--- src/rtl/regfile_pkg.sv ---
`default_nettype none
// ============================================================================
// Module      : regfile_pkg
// Description : Shared widths and types for the register file writeback path.
// Revision    : 1.0 - initial release
// ============================================================================
package regfile_pkg;

  localparam int ADDR_W   = 5;
  localparam int DATA_W   = 32;
  localparam int NUM_REGS = 32;

  typedef logic [ADDR_W-1:0] reg_addr_t;
  typedef logic [DATA_W-1:0] word_t;

  // r0 is hardwired to zero; writes to it are never committed
  localparam reg_addr_t ZERO_REG = '0;

endpackage
`default_nettype wire

--- src/rtl/rr_arb2.sv ---
`default_nettype none
// ============================================================================
// Module      : rr_arb2
// Description : Two-way round-robin grant logic with a one-bit priority
//               pointer. Grants are suppressed while reset is asserted.
// Revision    : 1.0 - initial release
// ============================================================================
module rr_arb2
  import regfile_pkg::*;
(
  input  logic       clk,
  input  logic       rst,
  input  logic [1:0] valid_i,
  output logic [1:0] grant_o
);

  logic ptr_q;
  logic ptr_d;

  // Grant selection: a lone requester always wins, the pointer breaks ties
  always_comb begin
    grant_o = 2'b00;
    if (!rst) begin
      if (valid_i == 2'b11) begin
        grant_o = ptr_q ? 2'b10 : 2'b01;
      end else begin
        grant_o = valid_i;
      end
    end
  end

  // After any grant, the other requester gets priority next time
  always_comb begin
    ptr_d = ptr_q;
    if (grant_o[0]) begin
      ptr_d = 1'b1;
    end else if (grant_o[1]) begin
      ptr_d = 1'b0;
    end
  end

  // Pointer register, req0 favoured out of reset
  always_ff @(posedge clk) begin
    if (rst) begin
      ptr_q <= 1'b0;
    end else begin
      ptr_q <= ptr_d;
    end
  end

endmodule
`default_nettype wire

--- src/rtl/regfile_wb_arbiter.sv ---
`default_nettype none
// ============================================================================
// Module      : regfile_wb_arbiter
// Description : Shares the register file write port between the ALU pipe
//               (req0) and the mul/div/load unit (req1), registers the chosen
//               write, and tracks pending destination registers for decode.
// Revision    : 1.0 - initial release
// ============================================================================
module regfile_wb_arbiter
  import regfile_pkg::*;
#(
  parameter int DATA_W   = regfile_pkg::DATA_W,
  parameter int ADDR_W   = regfile_pkg::ADDR_W,
  parameter int NUM_REGS = regfile_pkg::NUM_REGS
) (
  input  logic              clk,
  input  logic              rst,
  input  logic              req0_valid,
  input  logic [ADDR_W-1:0] req0_rw,
  input  logic [DATA_W-1:0] req0_data,
  output logic              req0_ready,
  input  logic              req1_valid,
  input  logic [ADDR_W-1:0] req1_rw,
  input  logic [DATA_W-1:0] req1_data,
  output logic              req1_ready,
  output logic              writeEn,
  output logic [ADDR_W-1:0] rw,
  output logic [DATA_W-1:0] busW,
  input  logic              sb_set,
  input  logic [ADDR_W-1:0] sb_rd,
  input  logic [ADDR_W-1:0] ra,
  input  logic [ADDR_W-1:0] rb,
  output logic              busy_a,
  output logic              busy_b
);

  logic [1:0]          grant;
  logic                hs;
  logic [ADDR_W-1:0]   sel_rw;
  logic [DATA_W-1:0]   sel_data;

  logic                writeEn_q, writeEn_d;
  logic [ADDR_W-1:0]   rw_q, rw_d;
  logic [DATA_W-1:0]   busW_q, busW_d;
  logic [NUM_REGS-1:0] sb_q, sb_d;

  rr_arb2 u_arb (
    .clk     (clk),
    .rst     (rst),
    .valid_i ({req1_valid, req0_valid}),
    .grant_o (grant)
  );

  // Grant only goes to a valid requester, so any grant is a handshake
  assign req0_ready = grant[0];
  assign req1_ready = grant[1];
  assign hs         = |grant;
  assign sel_rw     = grant[1] ? req1_rw   : req0_rw;
  assign sel_data   = grant[1] ? req1_data : req0_data;

  // Next write-port value: load on handshake, never enable a write to r0
  always_comb begin
    writeEn_d = 1'b0;
    rw_d      = rw_q;
    busW_d    = busW_q;
    if (hs) begin
      writeEn_d = (sel_rw != ADDR_W'(ZERO_REG));
      rw_d      = sel_rw;
      busW_d    = sel_data;
    end
  end

  // Pending-write scoreboard: clear on writeback, then set, so a new issue wins
  always_comb begin
    sb_d = sb_q;
    if (hs) begin
      sb_d[sel_rw] = 1'b0;
    end
    if (sb_set && (sb_rd != ADDR_W'(ZERO_REG))) begin
      sb_d[sb_rd] = 1'b1;
    end
    sb_d[0] = 1'b0;
  end

  // Write-port and scoreboard registers
  always_ff @(posedge clk) begin
    if (rst) begin
      writeEn_q <= 1'b0;
      rw_q      <= '0;
      busW_q    <= '0;
      sb_q      <= '0;
    end else begin
      writeEn_q <= writeEn_d;
      rw_q      <= rw_d;
      busW_q    <= busW_d;
      sb_q      <= sb_d;
    end
  end

  assign writeEn = writeEn_q;
  assign rw      = rw_q;
  assign busW    = busW_q;
  assign busy_a  = sb_q[ra];
  assign busy_b  = sb_q[rb];

endmodule
`default_nettype wire

--- config.mk ---
export PLATFORM = sky130hd
export DESIGN_NAME = regfile_wb_arbiter
export DESIGN_NICKNAME = d
export VERILOG_FILES = /design/src/rtl/regfile_pkg.sv /design/src/rtl/rr_arb2.sv /design/src/rtl/regfile_wb_arbiter.sv
export SDC_FILE = /design/constraint.sdc
export NUM_CORES = 1
export LEC_CHECK = 0
export CAP_MARGIN = 15
export CORE_MARGIN = 3
export CORE_UTILIZATION = 35
export CTS_CLUSTER_SIZE = 40
export DETAILED_ROUTE_END_ITERATION = 12
export PLACE_DENSITY_LB_ADDON = 0.08
export REMOVE_ABC_BUFFERS = 1
export SLEW_MARGIN = 20
export SYNTH_ARGS = -nofsm -noshare
export SYNTH_HDL_FRONTEND = slang
export SYNTH_SLANG_ARGS = --single-unit
--- constraint.sdc ---
create_clock -name clk -period 6.55 [get_ports clk]
set_input_delay 1.6375 -clock clk [delete_from_list [all_inputs] [get_ports clk]]
set_output_delay 1.6375 -clock clk [all_outputs]
set_load 0.01 [all_outputs]
==> impl_metrics.tcl <==
set metrics [dict create \
    initial_core_util 0.367 \
    arrival_ns 4.12 \
    layout_commonest_cell "clkdlybuf4s50_1" \
    cp-end-kind "output pin" \
    grtUsageTotal 0.198 \
    hold_end "busW[21]$_SDFFE_PP0N_" \
    path_common_cell "clkdlybuf4s50_1" \
    busiest_layer "met2" \
    use_met2 0.312 \
    reg2reg_slack_ns 4.43 \
    place_ws_ns 0.791 \
    grt-ovfl-total 0 \
    dpl_cell_area_um2 5210 \
    hold-worst-slack_ns 0.498 \
    fmax_mhz 174 \
    total_leakage_power_nw 1.87 \
    clk_pin_slew_ns 0.09 \
    antenna_cells 0 \
    drt_wl_total_mm 12.5 \
    met1_usage 0.245 \
    cp_slowest_cell "clkdlybuf4s50_1" \
    worst_pin_slew_ns 0.965 \
    rr_startpoint "u_arb.ptr_q$_SDFFE_PP0N_" \
    min-delay-start "busW[21]$_SDFFE_PP0N_" \
    synthFlopType "dfxtp_1" \
    r2r_cells 4 \
    maxCapViolations 0 \
    fin_cells 711 \
    timing.final.crit_share 0.878 \
    cpPeakStageDelay_ns 0.72 \
    synthCells 460 \
    period_needed_ns 5.75 \
    grt_max_degree 74 \
    die_h_um 111 \
    maxSlewViolCount 0 \
    post-route-drc-count 0 \
    layout.nets 664 \
    design.core.area_um2 10600 \
    critical_path.max_fanout 9 \
    grt_pass1_wl_mm 20.0 \
    yosysTopAreaCell "dfxtp_1" \
    routabilityCongestion 0.866 \
    dieWidth_um 111 \
    setup_viol 0 \
    vdd_drop_max_mv 0.0807 \
    synth_top_area_share 0.361 \
    dp_hpwl_mm 8.97 \
    setup_ws_ns 0.797 \
    wire_per_inst_um 17.5 \
    clockBufferDepth 2 \
    power.total_mw 1.09 \
    hold-path-cell-count 2 \
    met3_usage 0.0770 \
    synth.avg_cell_area_um2 8.43 \
    fin_util 0.516 \
    io_buffers 135 \
    synth_edf_count 0 \
    synth_area_leaders "dfxtp_1, a311oi_1, nand2_1, mux4_1, a21oi_1" \
    tns_ns 0 \
    yosysWarnings 0 \
    final_cell_mix "clkdlybuf4s50_1, nand2_1, dfxtp_1" \
    cts_buffers 9 \
    status "completed" \
    hold_class "flop to flop" \
    area_delta_synth_final_pct 40.5 \
    rows 37 \
    dp.cells 695 \
    ctsRootBufferMaster "clkbuf_8" \
    antenna_found_initial 0 \
    worst_ep_required_time_ns 4.91 \
    path_delay_family "buffers and inverters" \
    rsz0062_at_grt "false" \
    first_global_vias 3799 \
    design_area_um2 5450 \
    finClkSkew_ns 0.0110 \
    power_density_nw_per_um2 199 \
    worst-setup-path-type "input pin to output pin" \
    ys_seq_elements 70 \
    hold_viol 0 \
    htreeDepth 3 \
    postCtsResizedCells 0 \
    relSlewSlack 0.352 \
    hold_buffers 0 \
    reg2reg_to "sb_q[25]$_SDFF_PP0_" \
    die_area_um2 12400 \
    crit_buf_inv 2 \
    route.vias.total 3906 \
    avgViaCountPerCell 5.49 \
    insertion_delay_ns 0.35 \
    synth.distinct_cells 39 \
    drive_above_1_share 0.0678 \
    ant_nets 0 \
    async_reset_ff_frac 0 \
    postCtsSetupBuffers 0 \
    cp-start-kind "input pin" \
    first_pass_iters 4 \
    pin_count 136 \
    filler_cell_count 999 \
    cts_tree "yes" \
    clock_sinks 70 \
    cp_cell_sequence "clkdlybuf4s50_1, mux4_1, nand3b_1, nand4_1, or4_1, clkdlybuf4s50_1" \
    synth_area_um2 3880 \
    drtIter0Drc 264 \
    seq_area_frac_synth 0.361 \
]
[cell type report]
cell class                      instances  area, um^2  area share
Inverter                                4        15.0     0.00276
Tap cell                              136         170      0.0312
Multi-Input combinational cell        346        2260       0.414
Sequential cell                        70        1400       0.257
Clock buffer                            9         124      0.0227
Clock inverter                          7         104      0.0191
Timing Repair Buffer                  139        1380       0.253
[kinds of logic (layout without fill, tap and decap cells)]
family	Yosys count	after routing	synth area share
AO/OA/AOI/OAI	127	127	0.246
multiplexers	16	16	0.0949
flip-flops	70	70	0.361
buffers and inverters	44	159	0.0600
AND/OR/NAND/NOR	203	203	0.237
[worst max path at each step]
stage                 endpoint  slack, ns        from  depth (start not counted)
global placement        busy_a       0.81       ra[1]                          6
detailed placement      busy_a       0.79       ra[1]                          6
global route            busy_a       0.69       ra[1]                          6
floorplan           req1_ready       1.99  req1_valid                          3
CTS                     busy_a       0.79       ra[1]                          6
finish                  busy_a       0.80       ra[1]                          6
[worst min-delay path, delay by kind of cell, from the launching register on]
kind             cells  cell delay, ns
AO/OA/AOI/OAI        1            0.05
flip-flops           1            0.32
AND/OR/NAND/NOR      1            0.09
[cells in the mapped netlist (2+ instances only)]
cell type	count
nand3b_1	2
a2111oi_0	2
nor3_1	2
mux4_1	8
nand4b_1	6
nand2b_1	6
dfxtp_1	70
nand2_1	106
buf_2	9
nor2_1	48
buf_1	3
buf_4	3
o211ai_1	2
and4bb_2	2
nand4_1	6
a21oi_1	36
a221oi_1	4
a311oi_1	68
or4_1	4
a22oi_1	4
inv_1	3
a221oi_2	2
clkbuf_1	19
buf_6	6
and4b_1	2
nand3_1	3
nor2b_1	12
mux4_2	6
o21ai_0	6
[state kept, by name, indices dropped and copies added, names as in the netlist]
register / flops
sb_q: 31
busW: 32
rw: 5
u_arb.ptr_q: 1
writeEn: 1
[power by group]
group	internal (mW)	total [mW]	switching, mW
combinational	0.117	0.223	0.106
clock	0.220	0.404	0.185
sequential	0.447	0.459	0.0121
[layer usage]
metal  vias to the layer above  share of wire
met5                         -              0
met4                         0          0.019
met3                        19          0.098
met2                       136           0.46
met1                      1796           0.43
li1                       1955              -
Power figures use the tool's default switching activity.
